## src/rtl/mag_pkg.sv

```systemverilog
// mag_pkg: definitions shared between the magnitude (sqrt) stage and the
// window statistics block.
//   MAG_DATA_W   default magnitude sample width
//   MAG_MIN_INIT running-minimum start value (all ones)
//   mag_state_t  window statistics FSM states
package mag_pkg;

    localparam int MAG_DATA_W = 8;

    localparam logic [MAG_DATA_W-1:0] MAG_MIN_INIT = '1;

    typedef enum logic {
        ACCUM  = 1'b0,
        REPORT = 1'b1
    } mag_state_t;

endpackage

```

## src/rtl/mag_win_accum.sv

```systemverilog
// mag_win_accum: window accumulator and extrema tracker.
// It keeps the running sum, sample count, maximum and minimum. It presents
// those statistics with the current sample already folded in, so that the
// top level can latch them on the edge that accepts the closing sample.
//   clk, rst_n   clock, async active-low reset
//   i_ena        global enable; low freezes all registers
//   i_clear      synchronous abort of the partial window
//   i_accept     a sample is taken this cycle
//   i_sample     sample value
//   o_close      this accept completes the window
//   o_avg        (sum + sample) >> WIN_LOG2
//   o_max/o_min  extrema including the current sample
module mag_win_accum
    import mag_pkg::*;
#(
    parameter int DATA_W   = MAG_DATA_W,
    parameter int WIN_LOG2 = 3
) (
    input  logic              clk,
    input  logic              rst_n,
    input  logic              i_ena,
    input  logic              i_clear,
    input  logic              i_accept,
    input  logic [DATA_W-1:0] i_sample,
    output logic              o_close,
    output logic [DATA_W-1:0] o_avg,
    output logic [DATA_W-1:0] o_max,
    output logic [DATA_W-1:0] o_min
);

    localparam int SUM_W = DATA_W + WIN_LOG2;
    localparam logic [DATA_W-1:0] MIN_INIT =
        (DATA_W == MAG_DATA_W) ? DATA_W'(MAG_MIN_INIT) : {DATA_W{1'b1}};

    logic [SUM_W-1:0]    r_sum;
    logic [WIN_LOG2-1:0] r_cnt;
    logic [DATA_W-1:0]   r_max;
    logic [DATA_W-1:0]   r_min;

    logic [SUM_W-1:0]    w_sum_nxt;
    logic [DATA_W-1:0]   w_max_nxt;
    logic [DATA_W-1:0]   w_min_nxt;
    logic                w_take;

    // A sample that coincides with clear is dropped.
    assign w_take    = i_ena & i_accept & ~i_clear;
    assign w_sum_nxt = r_sum + SUM_W'(i_sample);
    assign w_max_nxt = (i_sample > r_max) ? i_sample : r_max;
    assign w_min_nxt = (i_sample < r_min) ? i_sample : r_min;

    assign o_close = w_take & (r_cnt == '1);
    assign o_avg   = w_sum_nxt[SUM_W-1:WIN_LOG2];
    assign o_max   = w_max_nxt;
    assign o_min   = w_min_nxt;

    always_ff @(posedge clk or negedge rst_n) begin
        if (!rst_n) begin
            r_sum <= '0;
            r_cnt <= '0;
            r_max <= '0;
            r_min <= MIN_INIT;
        end else if (i_ena) begin
            if (i_clear || o_close) begin
                r_sum <= '0;
                r_cnt <= '0;
                r_max <= '0;
                r_min <= MIN_INIT;
            end else if (i_accept) begin
                r_sum <= w_sum_nxt;
                r_cnt <= r_cnt + WIN_LOG2'(1);
                r_max <= w_max_nxt;
                r_min <= w_min_nxt;
            end
        end
    end

endmodule

```

## src/rtl/mag_window_stats.sv

```systemverilog
// mag_window_stats: per-window average/max/min of magnitude samples, with a
// valid/ready report and a hysteretic threshold alarm.
//   clk, rst_n            clock, async active-low reset
//   ena                   global enable (low freezes everything, mag_ready=0)
//   clear                 synchronous abort of the partial window / pending report
//   mag_in, mag_valid     sample input; mag_ready high only in ACCUM
//   thresh                alarm set level, sampled at window close
//   out_valid, out_ready  statistics handshake
//   out_avg/max/min       window statistics
//   alarm                 set when avg>=thresh, released when avg<thresh-HYST
//
// state  | meaning
// ACCUM  | taking samples; a window close moves to REPORT
// REPORT | statistics held with out_valid=1, upstream back-pressured
module mag_window_stats
    import mag_pkg::*;
#(
    parameter int DATA_W   = MAG_DATA_W,
    parameter int WIN_LOG2 = 3,
    parameter int HYST     = 4
) (
    input  logic              clk,
    input  logic              rst_n,
    input  logic              ena,
    input  logic              clear,
    input  logic [DATA_W-1:0] mag_in,
    input  logic              mag_valid,
    output logic              mag_ready,
    input  logic [DATA_W-1:0] thresh,
    output logic              out_valid,
    input  logic              out_ready,
    output logic [DATA_W-1:0] out_avg,
    output logic [DATA_W-1:0] out_max,
    output logic [DATA_W-1:0] out_min,
    output logic              alarm
);

    mag_state_t        r_state;
    mag_state_t        w_state_nxt;
    logic [DATA_W-1:0] r_avg;
    logic [DATA_W-1:0] r_max;
    logic [DATA_W-1:0] r_min;
    logic              r_alarm;

    logic              w_accept;
    logic              w_close;
    logic [DATA_W-1:0] w_avg;
    logic [DATA_W-1:0] w_max;
    logic [DATA_W-1:0] w_min;
    logic [DATA_W-1:0] w_rel_lvl;

    assign mag_ready = ena & (r_state == ACCUM);
    assign out_valid = (r_state == REPORT);
    assign w_accept  = mag_valid & mag_ready;

    assign out_avg = r_avg;
    assign out_max = r_max;
    assign out_min = r_min;
    assign alarm   = r_alarm;

    mag_win_accum #(
        .DATA_W   (DATA_W),
        .WIN_LOG2 (WIN_LOG2)
    ) u_accum (
        .clk      (clk),
        .rst_n    (rst_n),
        .i_ena    (ena),
        .i_clear  (clear),
        .i_accept (w_accept),
        .i_sample (mag_in),
        .o_close  (w_close),
        .o_avg    (w_avg),
        .o_max    (w_max),
        .o_min    (w_min)
    );

    // Release level saturates at zero; a zero level can never be undercut.
    assign w_rel_lvl = (thresh > DATA_W'(HYST)) ? (thresh - DATA_W'(HYST)) : '0;

    always_comb begin
        w_state_nxt = r_state;
        if (ena) begin
            case (r_state)
                ACCUM:  if (w_close) w_state_nxt = REPORT;
                REPORT: if (clear || out_ready) w_state_nxt = ACCUM;
                default: w_state_nxt = ACCUM;
            endcase
        end
    end

    always_ff @(posedge clk or negedge rst_n) begin
        if (!rst_n) begin
            r_state <= ACCUM;
        end else begin
            r_state <= w_state_nxt;
        end
    end

    // w_close already carries ena and the clear override.
    always_ff @(posedge clk or negedge rst_n) begin
        if (!rst_n) begin
            r_avg   <= '0;
            r_max   <= '0;
            r_min   <= '0;
            r_alarm <= 1'b0;
        end else if (w_close) begin
            r_avg <= w_avg;
            r_max <= w_max;
            r_min <= w_min;
            if (w_avg >= thresh) begin
                r_alarm <= 1'b1;
            end else if (w_avg < w_rel_lvl) begin
                r_alarm <= 1'b0;
            end
        end
    end

endmodule

```

## config.mk

```make
export PLATFORM = sky130hd
export DESIGN_NAME = mag_window_stats
export DESIGN_NICKNAME = d
export VERILOG_FILES = /design/src/rtl/mag_pkg.sv /design/src/rtl/mag_win_accum.sv /design/src/rtl/mag_window_stats.sv
export SDC_FILE = /design/constraint.sdc
export NUM_CORES = 1
export LEC_CHECK = 0
export CORE_MARGIN = 5
export CORE_UTILIZATION = 55
export CTS_CLUSTER_DIAMETER = 60
export CTS_CLUSTER_SIZE = 24
export DETAILED_ROUTE_END_ITERATION = 7
export PLACE_DENSITY_LB_ADDON = 0.15
export SYNTH_ARGS = -nofsm -noshare
export SYNTH_HDL_FRONTEND = slang
export SYNTH_SLANG_ARGS = --single-unit
```

## constraint.sdc

```tcl
create_clock -name clk -period 3.8 [get_ports clk]
set_clock_uncertainty 0.1 [all_clocks]
set_input_delay 0.57 -clock clk [delete_from_list [all_inputs] [get_ports clk]]
set_output_delay 0.57 -clock clk [all_outputs]
set_load 0.1 [all_outputs]
```

==> impl_metrics.prom, run 1 <==
# TYPE chip_impl_metric gauge
chip_impl_metric{name="syn_nets",unit=""} 411
chip_impl_metric{name="tritonroute_pass_1_iters",unit=""} 4
chip_impl_metric{name="worst-path-max-fanout",unit=""} 3
chip_impl_metric{name="via_count_of_the_first_global_routing_pass",unit=""} 2961
chip_impl_metric{name="io_buffer_count",unit=""} 48
chip_impl_metric{name="overflow",unit=""} 0
chip_impl_metric{name="required",unit="ns"} 3.89
chip_impl_info{name="family_of_cells_with_the_greatest_summed_delay_on_the_critical_path",value="compound AO/OA/AOI/OAI gates"} 1
chip_impl_info{name="run_status",value="finished, final reports clean"} 1
chip_impl_metric{name="ff2ff_path_depth",unit=""} 14
chip_impl_metric{name="final-max-slew-violation-count",unit=""} 0
chip_impl_metric{name="final-hold-violation-count",unit=""} 0
chip_impl_metric{name="worst_slew_margin_rel",unit="%"} 34.6
chip_impl_info{name="final_cell_mix",value="48 x sky130_fd_sc_hd__dfrtp_1, 46 x sky130_fd_sc_hd__clkdlybuf4s50_1, 40 x sky130_fd_sc_hd__ha_1"} 1
chip_impl_info{name="hp-class",value="input port to asynchronous set/reset pin"} 1
chip_impl_metric{name="design.final.nets",unit=""} 479
chip_impl_metric{name="synth_top_area_share",unit="%"} 34.2
chip_impl_metric{name="syn_area",unit="sq um"} 3510
chip_impl_metric{name="post_cts_hold_buffers",unit=""} 0
chip_impl_metric{name="drt.antenna.violating_nets",unit=""} 0
chip_impl_metric{name="clkLatencyLatePin",unit="ns"} 0.32
chip_impl_metric{name="cts_resized",unit=""} 0
chip_impl_metric{name="count_of_flip_flops_with_a_built_in_enable_after_synthesis",unit=""} 0
chip_impl_metric{name="maxCapViolCount",unit=""} 0
chip_impl_metric{name="initial_standard_cell_utilization_of_the_core",unit="%"} 55.9
chip_impl_metric{name="power_density",unit="nW/um^2"} 345
chip_impl_metric{name="io-pin-count",unit=""} 49
chip_impl_metric{name="postSynthRegisterBits",unit=""} 56
chip_impl_info{name="critical_path.cell_chain",value="clkdlybuf4s50_1 > ha_1 > inv_1 > fa_1 > nor2b_1 > o2111ai_1 > nand3_1 > a31oi_4 > xnor2_2 > ha_1 > a21o_1 > a211oi_1 > o21ai_0 > a221oi_1 > o21ai_1"} 1
chip_impl_metric{name="final_cell_area",unit="sq um"} 4290
chip_impl_info{name="synth_area_leaders",value="sky130_fd_sc_hd__dfrtp_1 34%, sky130_fd_sc_hd__ha_1 14%, sky130_fd_sc_hd__dfstp_2 6.0%"} 1
chip_impl_info{name="timing.rr.start",value="u_accum.r_sum[0]"} 1
chip_impl_metric{name="worstMarginPinSlew",unit="ns"} 0.977
chip_impl_metric{name="clk_pin_slew",unit="ns"} 0.11
chip_impl_metric{name="p_switching",unit="uW"} 486
chip_impl_metric{name="postSynthCellCount",unit=""} 348
chip_impl_metric{name="proportion_of_layout_cells_with_a_drive_suffix_above_1",unit="%"} 16.1
chip_impl_metric{name="grt_max_degree",unit=""} 30
chip_impl_metric{name="cts_buffers",unit=""} 5
chip_impl_metric{name="max_freq",unit="MHz"} 280
chip_impl_metric{name="worst-endpoint-arrival",unit="ns"} 3.67
chip_impl_metric{name="synth_cell_types",unit=""} 51
chip_impl_metric{name="cts-root-to-sink-buffers",unit=""} 2
chip_impl_metric{name="place.gp.congestion",unit=""} 0.906
chip_impl_metric{name="antenna_found_initial",unit=""} 0
chip_impl_info{name="final_common_cell",value="sky130_fd_sc_hd__dfrtp_1"} 1
chip_impl_info{name="worstSetupEndpointType",value="flip-flop"} 1
chip_impl_metric{name="final-setup-viol-count",unit=""} 0
chip_impl_metric{name="die_area",unit="sq um"} 8080
chip_impl_metric{name="worst-r2r-setup-slack",unit="ns"} 0.60
chip_impl_metric{name="intPower",unit="uW"} 992
chip_impl_metric{name="slowest_delay",unit="ns"} 0.49
chip_impl_metric{name="path_depth",unit=""} 15
chip_impl_metric{name="post_route_wl",unit="um"} 7910
chip_impl_metric{name="place.detailed.hpwl",unit="um"} 6210
chip_impl_info{name="startpoint_type",value="input port"} 1
chip_impl_metric{name="row_count",unit=""} 29
chip_impl_info{name="crit_slowest_cell",value="sky130_fd_sc_hd__clkdlybuf4s50_1"} 1
chip_impl_metric{name="synth_seq_area_share",unit="%"} 40.2
chip_impl_metric{name="postCtsSetupBuffers",unit=""} 0
chip_impl_metric{name="timing.final.crit_share",unit="%"} 94.2
chip_impl_metric{name="synth.yosys.warnings",unit=""} 0
chip_impl_info{name="grt_setup_unrepaired",value="no"} 1
chip_impl_metric{name="via_per_inst",unit=""} 5.71
chip_impl_metric{name="die-height",unit="um"} 89.9
chip_impl_metric{name="post_synth.cell_area_avg",unit="sq um"} 10.1
chip_impl_metric{name="peakVddDrop",unit="mV"} 0.227
chip_impl_metric{name="grt_use_total",unit="%"} 20.3
chip_impl_metric{name="cts_max_level",unit=""} 2
chip_impl_metric{name="drt-initial-drc-count",unit=""} 102
chip_impl_metric{name="seqPwrFrac",unit="%"} 44.6
chip_impl_metric{name="cts_num_sinks",unit=""} 56
chip_impl_info{name="cts_root_buffer",value="sky130_fd_sc_hd__clkbuf_8"} 1
chip_impl_info{name="dominantRegCellSynth",value="sky130_fd_sc_hd__dfrtp_1"} 1
chip_impl_metric{name="share_of_synthesized_registers_carrying_an_async_set_or_reset",unit="%"} 100
chip_impl_metric{name="share_clk_of_total_power",unit="%"} 22.6
chip_impl_metric{name="crit_buf_inv",unit=""} 2
chip_impl_metric{name="drc_violations",unit=""} 0
chip_impl_metric{name="placed_cell_area",unit="sq um"} 4200
chip_impl_info{name="worst-setup-path-type",value="input port to flip-flop"} 1
chip_impl_metric{name="min_period",unit="ns"} 3.58
chip_impl_metric{name="die_w",unit="um"} 89.9
chip_impl_metric{name="vias",unit=""} 2819
chip_impl_info{name="post-synth-top-area-cell",value="sky130_fd_sc_hd__dfrtp_1"} 1
chip_impl_metric{name="core-area",unit="sq um"} 6280
chip_impl_metric{name="avgRoutedWirePerCell",unit="um"} 16.0
chip_impl_metric{name="number_of_antenna_diodes",unit=""} 0
chip_impl_metric{name="place_ws",unit="ns"} -0.123
chip_impl_metric{name="syn_to_final_growth",unit="%"} 22.2
chip_impl_info{name="path_common_cell",value="sky130_fd_sc_hd__ha_1"} 1
chip_impl_metric{name="grt_first_pass_wirelength",unit="um"} 13600
chip_impl_metric{name="layout.area.seq",unit="sq um"} 1410
chip_impl_metric{name="multi_input_comb_area",unit="sq um"} 1930
chip_impl_metric{name="power_leakage",unit="uW"} 0.00208
chip_impl_metric{name="power.switching_fraction",unit="%"} 32.9
chip_impl_metric{name="num-fill-cells",unit=""} 510
chip_impl_metric{name="worst_slack",unit="ns"} 0.222
chip_impl_metric{name="comb_power_share",unit="%"} 32.8
chip_impl_info{name="rr_endpoint",value="alarm"} 1
chip_impl_info{name="cts_tree",value="built"} 1
## area by class of cell
cell class / count / share of cell area (%)
multi-input cells: 251 / 45.0
flip-flops and latches: 56 / 32.9
repair buffers: 72 / 15.2
inverters: 30 / 2.62
well taps: 77 / 2.24
clock buffers: 6 / 1.69
clock inverters: 2 / 0.379
## Yosys cell counts (4+ instances only)
library cell                number
sky130_fd_sc_hd__dfstp_2         8
sky130_fd_sc_hd__nand3_1         8
sky130_fd_sc_hd__mux2i_1        16
sky130_fd_sc_hd__dfrtp_1        48
sky130_fd_sc_hd__o2111ai_1       4
sky130_fd_sc_hd__o21ai_0        28
sky130_fd_sc_hd__ha_1           40
sky130_fd_sc_hd__a21o_1          7
sky130_fd_sc_hd__nand2_1        39
sky130_fd_sc_hd__xor2_1          4
sky130_fd_sc_hd__nor2b_1         4
sky130_fd_sc_hd__mux2_2          6
sky130_fd_sc_hd__o21a_1          4
sky130_fd_sc_hd__clkbuf_1        6
sky130_fd_sc_hd__inv_1          30
sky130_fd_sc_hd__nor2_1         10
sky130_fd_sc_hd__xnor2_1         5
sky130_fd_sc_hd__o22a_2          8
sky130_fd_sc_hd__a21oi_1        14
sky130_fd_sc_hd__a22o_1         14
## state kept, by name, summed over array words and instances, names as in the netlist
signal	flops
u_accum.r_max	8
u_accum.r_sum	11
alarm	1
u_accum.r_min	8
out_min	8
out_valid	1
out_avg	8
out_max	8
u_accum.r_cnt	3
## worst reg2reg max path, cell delays in order, from the launching register on
cell and delay, ns:
sky130_fd_sc_hd__dfrtp_1 0.37, sky130_fd_sc_hd__ha_1 0.17, sky130_fd_sc_hd__inv_1 0.05, sky130_fd_sc_hd__fa_1 0.39, sky130_fd_sc_hd__nor2b_1 0.18, sky130_fd_sc_hd__o2111ai_1 0.14
sky130_fd_sc_hd__nand3_1 0.19, sky130_fd_sc_hd__a31oi_4 0.13, sky130_fd_sc_hd__xnor2_2 0.16, sky130_fd_sc_hd__ha_1 0.29, sky130_fd_sc_hd__a21o_1 0.18, sky130_fd_sc_hd__a211oi_1 0.22
sky130_fd_sc_hd__o21ai_0 0.13, sky130_fd_sc_hd__a221oi_1 0.26, sky130_fd_sc_hd__o21ai_1 0.10
## routing by layer
layer | up-vias | GRT usage, % | routed length [um]
met3 | 20 | 3.09 | 281
li1 | 1385 | - | -
met4 | 0 | 8.93 | 217
met2 | 61 | 35.1 | 3850
met1 | 1353 | 25.1 | 3560
met5 | - | 0 | 0
## power by group through the flow
stage	sequential, uW	combinational (uW)	clock [uW]
floorplan	665	308	0
global placement	667	468	0
detailed placement	669	482	0
CTS	658	485	343
global route	663	548	365
finish	659	485	335
## how the worst max path moves through the flow
stage	from	end	slack [ns]
6_report	mag_in[0]	alarm	0.22
3_5_place_dp	mag_in[0]	alarm	-0.12
5_1_grt	mag_in[0]	alarm	0.02
2_1_floorplan	mag_in[0]	alarm	0.61
3_3_place_gp	mag_in[0]	alarm	-0.03
4_1_cts	mag_in[0]	alarm	0.19
## through the flow
step | util (%) | hold WS [ns] | total power (uW) | cells | setup TNS (ns)
floorplan | - | 0.174 | 973 | 348 | 0
global placement | 66.8 | 0.361 | 1140 | 486 | -0.0254
detailed placement | 66.8 | 0.369 | 1150 | 486 | -0.123
CTS | 68.2 | 0.185 | 1490 | 494 | 0
global route | 68.4 | 0.217 | 1580 | 494 | 0
finish | 68.4 | 0.165 | 1480 | 494 | 0
## logic make-up (layout without fill, tap and decap cells)
logic type | count (synthesis) | count (layout) | share of synthesized area, %
buf+inv | 41 | 110 | 5.09
xor+xnor | 10 | 10 | 2.71
compound gates | 101 | 101 | 20.5
simple gates | 77 | 77 | 10.2
mux | 22 | 22 | 6.48
flops | 56 | 56 | 40.2
fa+ha+maj | 41 | 41 | 14.8
(Power assumes the default switching activity.)
==> inputs of run 2 (changes only) <==
Settings changed: CORE_ASPECT_RATIO set to 1.5.
==> run 2 against run 1 <==
  * Non-clock buffer count did not move
  * Flip-flop and latch count stayed put
  * Cell count shrank 0.61%
  * Die area is 0.41% higher
  * Count of clock-buffer cells in the layout stayed put
  * Register-to-register slack about the same
  * Critical path type unchanged
  * Largest cell class unchanged
==> impl_metrics.prom, run 2 (same netlist as run 1, synthesis figures left out) <==
# TYPE chip_impl_metric gauge
chip_impl_metric{name="number_of_antenna_diodes",unit=""} 0
chip_impl_metric{name="worst-path-max-fanout",unit=""} 4
chip_impl_metric{name="initial_standard_cell_utilization_of_the_core",unit="%"} 56.9
chip_impl_metric{name="timing.final.crit_share",unit="%"} 94.5
chip_impl_metric{name="die_area",unit="sq um"} 8120
chip_impl_metric{name="cts_buffers",unit=""} 5
chip_impl_metric{name="final_cell_area",unit="sq um"} 4320
chip_impl_metric{name="post_cts_hold_buffers",unit=""} 0
chip_impl_info{name="final_common_cell",value="sky130_fd_sc_hd__dfrtp_1"} 1
chip_impl_metric{name="cts-root-to-sink-buffers",unit=""} 2
chip_impl_metric{name="cts_max_level",unit=""} 2
chip_impl_metric{name="postCtsSetupBuffers",unit=""} 0
chip_impl_metric{name="tritonroute_pass_1_iters",unit=""} 4
chip_impl_metric{name="syn_to_final_growth",unit="%"} 23.1
chip_impl_metric{name="worst_slew_margin_rel",unit="%"} 34.5
chip_impl_metric{name="largest_register_ffs",unit=""} 11
chip_impl_metric{name="fin_total_pwr",unit="uW"} 1600
chip_impl_metric{name="drt.antenna.violating_nets",unit=""} 0
chip_impl_metric{name="vias",unit=""} 2830
chip_impl_metric{name="io_buffer_count",unit=""} 48
chip_impl_metric{name="setup-tns-final",unit="ns"} 0
chip_impl_metric{name="maxCapViolCount",unit=""} 0
chip_impl_info{name="final_cell_mix",value="48 x sky130_fd_sc_hd__dfrtp_1, 46 x sky130_fd_sc_hd__clkdlybuf4s50_1, 40 x sky130_fd_sc_hd__ha_1"} 1
chip_impl_metric{name="core-area",unit="sq um"} 6170
chip_impl_metric{name="die-height",unit="um"} 108
chip_impl_metric{name="power_leakage",unit="uW"} 0.00210
chip_impl_metric{name="peakVddDrop",unit="mV"} 0.243
chip_impl_metric{name="overflow",unit=""} 0
chip_impl_metric{name="place.detailed.hpwl",unit="um"} 6350
chip_impl_metric{name="clk_pin_slew",unit="ns"} 0.10
chip_impl_metric{name="drc_violations",unit=""} 0
chip_impl_metric{name="io-pin-count",unit=""} 49
chip_impl_metric{name="required",unit="ns"} 3.89
chip_impl_metric{name="place.gp.congestion",unit=""} 0.912
chip_impl_metric{name="grt_max_degree",unit=""} 31
chip_impl_metric{name="die_w",unit="um"} 75.2
chip_impl_metric{name="clkLatencyLatePin",unit="ns"} 0.31
chip_impl_info{name="largest-register",value="u_accum.r_sum"} 1
chip_impl_info{name="cts_root_buffer",value="sky130_fd_sc_hd__clkbuf_8"} 1
chip_impl_metric{name="cts_num_sinks",unit=""} 56
chip_impl_metric{name="worst-endpoint-arrival",unit="ns"} 3.68
chip_impl_info{name="hp-class",value="input port to asynchronous set/reset pin"} 1
chip_impl_metric{name="worst_slack",unit="ns"} 0.209
chip_impl_metric{name="placed_cell_area",unit="sq um"} 4190
chip_impl_metric{name="row_count",unit=""} 35
chip_impl_metric{name="final-hold-violation-count",unit=""} 0
chip_impl_metric{name="min_period",unit="ns"} 3.59
chip_impl_metric{name="via_per_inst",unit=""} 5.76
chip_impl_metric{name="max_freq",unit="MHz"} 279
chip_impl_metric{name="via_count_of_the_first_global_routing_pass",unit=""} 2942
chip_impl_info{name="run_status",value="finished, final reports clean"} 1
chip_impl_metric{name="avgRoutedWirePerCell",unit="um"} 16.4
chip_impl_info{name="worst-setup-path-type",value="input port to flip-flop"} 1
chip_impl_metric{name="place_ws",unit="ns"} -0.121
chip_impl_metric{name="grt_use_total",unit="%"} 21.5
chip_impl_metric{name="final-setup-viol-count",unit=""} 0
chip_impl_metric{name="power_density",unit="nW/um^2"} 369
chip_impl_metric{name="design.final.nets",unit=""} 479
chip_impl_metric{name="worstMarginPinSlew",unit="ns"} 0.980
chip_impl_info{name="worstSetupEndpointType",value="flip-flop"} 1
chip_impl_metric{name="proportion_of_layout_cells_with_a_drive_suffix_above_1",unit="%"} 15.8
chip_impl_metric{name="final-max-slew-violation-count",unit=""} 0
chip_impl_metric{name="antenna_found_initial",unit=""} 0
chip_impl_metric{name="post_route_wl",unit="um"} 8030
chip_impl_metric{name="cts_resized",unit=""} 0
chip_impl_info{name="cts_tree",value="built"} 1
chip_impl_info{name="startpoint_type",value="input port"} 1
chip_impl_metric{name="grt_first_pass_wirelength",unit="um"} 13500
chip_impl_info{name="grt_setup_unrepaired",value="no"} 1
chip_impl_metric{name="drt-initial-drc-count",unit=""} 118
[run 2: layout make-up]
class,count,area (sq um)
clock buffers,6,72.6
clock inverters,2,60.1
fillers,491,1850
inverters,30,113
multi-input cells,251,1920
flip-flops and latches,56,1410
well taps,74,92.6
repair buffers,72,653
[run 2: metrics by stage]
stage          instances  hold slack [ns]  util [%]
3_5_place_dp         483            0.371      67.9
6_report             491            0.183      70.0
5_1_grt              491            0.241      70.0
2_1_floorplan        348            0.174         -
4_1_cts              491            0.201      70.0
3_3_place_gp         483            0.363      67.9
[run 2: critical path, cell delays in order]
cell and delay [ns]:
sky130_fd_sc_hd__clkdlybuf4s50_1 0.49, sky130_fd_sc_hd__ha_1 0.19, sky130_fd_sc_hd__inv_1 0.06, sky130_fd_sc_hd__fa_1 0.40
sky130_fd_sc_hd__nor2b_1 0.18, sky130_fd_sc_hd__o2111ai_1 0.12, sky130_fd_sc_hd__nand3_1 0.17, sky130_fd_sc_hd__a31oi_4 0.13
sky130_fd_sc_hd__xnor2_1 0.21, sky130_fd_sc_hd__ha_1 0.28, sky130_fd_sc_hd__a21o_1 0.18, sky130_fd_sc_hd__a211oi_1 0.23
sky130_fd_sc_hd__o21ai_0 0.12, sky130_fd_sc_hd__a221oi_1 0.25, sky130_fd_sc_hd__o21ai_1 0.09
[run 2: worst paths after layout]
path | start | end | slack, ns | depth (start not counted)
max | mag_in[0] | alarm | 0.21 | 15
min reg2reg | out_min[5] | out_min[5] | 0.39 | 2
min | rst_n | out_min[1] | 0.18 | 1
min in group clk | out_min[5] | out_min[5] | 0.39 | 2
max in group asynchronous | rst_n | out_min[4] | 2.61 | 2
max reg2reg | u_accum.r_sum[0] | alarm | 0.59 | 14
[run 2: layer usage]
| metal | GRT usage (%) | wire length, um |
|---|---|---|
| met2 | 40.5 | 4460 |
| met3 | 2.52 | 222 |
| met5 | 0 | 0 |
| met1 | 22.8 | 3020 |
| met4 | 9.88 | 324 |
[run 2: power breakdown]
| group | leakage (uW) | switching (uW) | internal [uW] |
|---|---|---|---|
| Sequential | 0.000745 | 24.2 | 634 |
| Combinational | 0.00129 | 260 | 224 |
| Clock | 0.0000654 | 191 | 264 |
==> inputs of run 3 (changes only) <==
Settings changed: RECOVER_POWER set to 25.
==> run 3 against run 2 <==
  * The flow now finishes with violations (capacitance limit, slew limit)
  * Maximum frequency barely moved
  * Core utilization down 0.081 points
  * Combinational power hardly changed
  * Hold slack gained 0.20 ns
  * Wire length is 0.22% lower
  * Sequential share of layout area is essentially flat
  * Count of clock-buffer cells in the layout is the same
  * Flip-flop and latch count unchanged
  * Cell count stayed put
  * Die area unchanged
  * Critical path type unchanged
  * Largest cell class unchanged
==> impl_metrics.prom, run 3 (same netlist as run 1, synthesis figures left out) <==
# TYPE chip_impl_metric gauge
chip_impl_metric{name="place.gp.congestion",unit=""} 0.912
chip_impl_info{name="top_layer",value="met4"} 1
chip_impl_metric{name="worst-endpoint-arrival",unit="ns"} 3.68
chip_impl_metric{name="initial_standard_cell_utilization_of_the_core",unit="%"} 56.9
chip_impl_metric{name="antenna_found_initial",unit=""} 0
chip_impl_metric{name="io_buffer_count",unit=""} 48
chip_impl_metric{name="worst_slew_margin_rel",unit="%"} -6.51
chip_impl_metric{name="largest_register_ffs",unit=""} 11
chip_impl_metric{name="multi_input_comb_area",unit="sq um"} 1920
chip_impl_metric{name="postCtsSetupBuffers",unit=""} 0
chip_impl_metric{name="max_freq",unit="MHz"} 278
chip_impl_metric{name="number_of_antenna_diodes",unit=""} 0
chip_impl_info{name="path_common_cell",value="sky130_fd_sc_hd__ha_1"} 1
chip_impl_metric{name="maxCapViolCount",unit=""} 1
chip_impl_metric{name="layout.area.seq",unit="sq um"} 1410
chip_impl_metric{name="via_count_of_the_first_global_routing_pass",unit=""} 2942
chip_impl_metric{name="drc_violations",unit=""} 0
chip_impl_metric{name="final-setup-viol-count",unit=""} 0
chip_impl_metric{name="via_per_inst",unit=""} 5.77
chip_impl_metric{name="p_switching",unit="uW"} 474
chip_impl_metric{name="post_route_wl",unit="um"} 8010
chip_impl_metric{name="drt-initial-drc-count",unit=""} 107
chip_impl_metric{name="design.final.nets",unit=""} 479
chip_impl_info{name="violated_checks",value="capacitance limit, slew limit"} 1
chip_impl_metric{name="die_w",unit="um"} 75.2
chip_impl_metric{name="io-pin-count",unit=""} 49
chip_impl_metric{name="worstMarginPinSlew",unit="ns"} 1.60
chip_impl_metric{name="clkLatencyLatePin",unit="ns"} 0.31
chip_impl_info{name="hp-class",value="flip-flop to flip-flop"} 1
chip_impl_metric{name="num-fill-cells",unit=""} 493
chip_impl_metric{name="timing.final.crit_share",unit="%"} 94.5
chip_impl_metric{name="fin_total_pwr",unit="uW"} 1590
chip_impl_metric{name="crit_buf_inv",unit=""} 2
chip_impl_metric{name="peakVddDrop",unit="mV"} 0.244
chip_impl_info{name="worst-setup-path-type",value="input port to flip-flop"} 1
chip_impl_metric{name="cts-root-to-sink-buffers",unit=""} 2
chip_impl_info{name="cts_root_buffer",value="sky130_fd_sc_hd__clkbuf_8"} 1
chip_impl_metric{name="tritonroute_pass_1_iters",unit=""} 4
chip_impl_metric{name="worst-path-max-fanout",unit=""} 4
chip_impl_metric{name="slowest_delay",unit="ns"} 0.49
chip_impl_metric{name="overflow",unit=""} 0
chip_impl_metric{name="met2_length",unit="um"} 4490
chip_impl_metric{name="required",unit="ns"} 3.89
chip_impl_metric{name="die-height",unit="um"} 108
chip_impl_metric{name="final-max-slew-violation-count",unit=""} 31
chip_impl_metric{name="avgRoutedWirePerCell",unit="um"} 16.3
chip_impl_metric{name="met3_wirelength",unit="um"} 229
chip_impl_metric{name="met1Wirelength",unit="um"} 2970
chip_impl_metric{name="whs",unit="ns"} 0.388
chip_impl_metric{name="place.detailed.hpwl",unit="um"} 6350
chip_impl_metric{name="comb_power_share",unit="%"} 30.3
chip_impl_metric{name="power_density",unit="nW/um^2"} 369
chip_impl_metric{name="share_clk_of_total_power",unit="%"} 28.5
chip_impl_metric{name="syn_to_final_growth",unit="%"} 23.0
chip_impl_metric{name="grt_first_pass_wirelength",unit="um"} 13500
chip_impl_metric{name="drt.antenna.violating_nets",unit=""} 0
chip_impl_info{name="timing.rr.start",value="u_accum.r_sum[0]"} 1
chip_impl_info{name="final_cell_mix",value="48 x sky130_fd_sc_hd__dfrtp_1, 46 x sky130_fd_sc_hd__clkdlybuf4s50_1, 40 x sky130_fd_sc_hd__ha_1"} 1
chip_impl_metric{name="core-area",unit="sq um"} 6170
chip_impl_info{name="worstSetupEndpointType",value="flip-flop"} 1
chip_impl_metric{name="vias",unit=""} 2835
chip_impl_metric{name="cts_num_sinks",unit=""} 56
chip_impl_metric{name="cts_buffers",unit=""} 5
chip_impl_info{name="startpoint_type",value="input port"} 1
chip_impl_metric{name="power.switching_fraction",unit="%"} 29.7
chip_impl_metric{name="grt_use_total",unit="%"} 21.5
chip_impl_metric{name="intPower",unit="uW"} 1120
chip_impl_metric{name="power_leakage",unit="uW"} 0.00209
chip_impl_metric{name="cts_resized",unit=""} 0
chip_impl_info{name="grt_setup_unrepaired",value="no"} 1
chip_impl_info{name="family_of_cells_with_the_greatest_summed_delay_on_the_critical_path",value="compound AO/OA/AOI/OAI gates"} 1
chip_impl_info{name="cts_tree",value="built"} 1
chip_impl_metric{name="die_area",unit="sq um"} 8120
chip_impl_metric{name="cts_max_level",unit=""} 2
chip_impl_info{name="crit_path_start",value="mag_in[0]"} 1
chip_impl_metric{name="seqPwrFrac",unit="%"} 41.3
chip_impl_metric{name="min_period",unit="ns"} 3.59
chip_impl_info{name="critical_path.cell_chain",value="clkdlybuf4s50_1 > ha_1 > inv_1 > fa_1 > nor2b_1 > o2111ai_1 > nand3_1 > a31oi_4 > xnor2_1 > ha_1 > a21o_1 > a211oi_1 > o21ai_0 > a221oi_1 > o21ai_1"} 1
chip_impl_metric{name="clk_pin_slew",unit="ns"} 0.09
chip_impl_info{name="run_status",value="finished with violations"} 1
chip_impl_info{name="min_from",value="out_min[5]"} 1
chip_impl_metric{name="post_cts_hold_buffers",unit=""} 0
chip_impl_metric{name="final-hold-violation-count",unit=""} 0
chip_impl_info{name="largest-register",value="u_accum.r_sum"} 1
chip_impl_metric{name="proportion_of_layout_cells_with_a_drive_suffix_above_1",unit="%"} 15.3
chip_impl_info{name="crit_slowest_cell",value="sky130_fd_sc_hd__clkdlybuf4s50_1"} 1
chip_impl_metric{name="grt_max_degree",unit=""} 31
chip_impl_metric{name="row_count",unit=""} 35
chip_impl_info{name="final_common_cell",value="sky130_fd_sc_hd__dfrtp_1"} 1
[run 3: changes by cell type in the layout (fill, tap and decap cells not counted), sizes merged]
cell    previous run  this run
buf               26        24
clkbuf             6         8
[run 3: worst paths after layout]
path / to / slack, ns / cells after the start
worst min register to register: out_min[5] / 0.39 / 2
min in group asynchronous: out_max[6] / 0.55 / 1
worst max register to register: alarm / 0.58 / 14
worst max-delay path: alarm / 0.21 / 15
worst min-delay path: out_min[5] / 0.39 / 2
max in group asynchronous: alarm / 1.05 / 2
[run 3: cell type report]
| cell class | instances | share of cell area [%] |
|---|---|---|
| tap | 74 | 2.14 |
| multi-input combinational | 251 | 44.5 |
| clock inverter | 2 | 1.39 |
| inverter | 30 | 2.61 |
| clock buffer | 6 | 1.68 |
| sequential | 56 | 32.7 |
| timing repair buffer | 72 | 15.0 |
[run 3: stage by stage]
step           setup slack (ns)  TNS (ns)  instances  utilization (%)  instance area, sq um
5_1_grt                  0.0205         0        491             69.9                  4320
2_1_floorplan             0.609         0        348                -                  3510
4_1_cts                   0.198         0        491             70.0                  4320
3_5_place_dp             -0.121    -0.121        483             67.9                  4190
3_3_place_gp            -0.0398   -0.0398        483             67.9                  4190
6_report                  0.208         0        491             69.9                  4320
[run 3: routing by layer]
metal  up-vias  track usage [%]
li1       1380                -
met1      1380             22.8
met2        51             40.5
met3        24             2.52
met4         0             9.88
met5         -                0
[run 3: power by group through the flow]
stage          clock network (uW)  logic (uW)  registers (uW)
2_1_floorplan                   0         308             665
3_3_place_gp                    0         470             667
3_5_place_dp                    0         482             669
4_1_cts                       467         488             657
5_1_grt                       489         541             662
6_report                      454         483             658
[run 3: worst min-delay path: stages, from the launching register on]
cell and delay, ns:
sky130_fd_sc_hd__dfrtp_1 0.35, sky130_fd_sc_hd__nand2_1 0.04, sky130_fd_sc_hd__o21ai_0 0.06
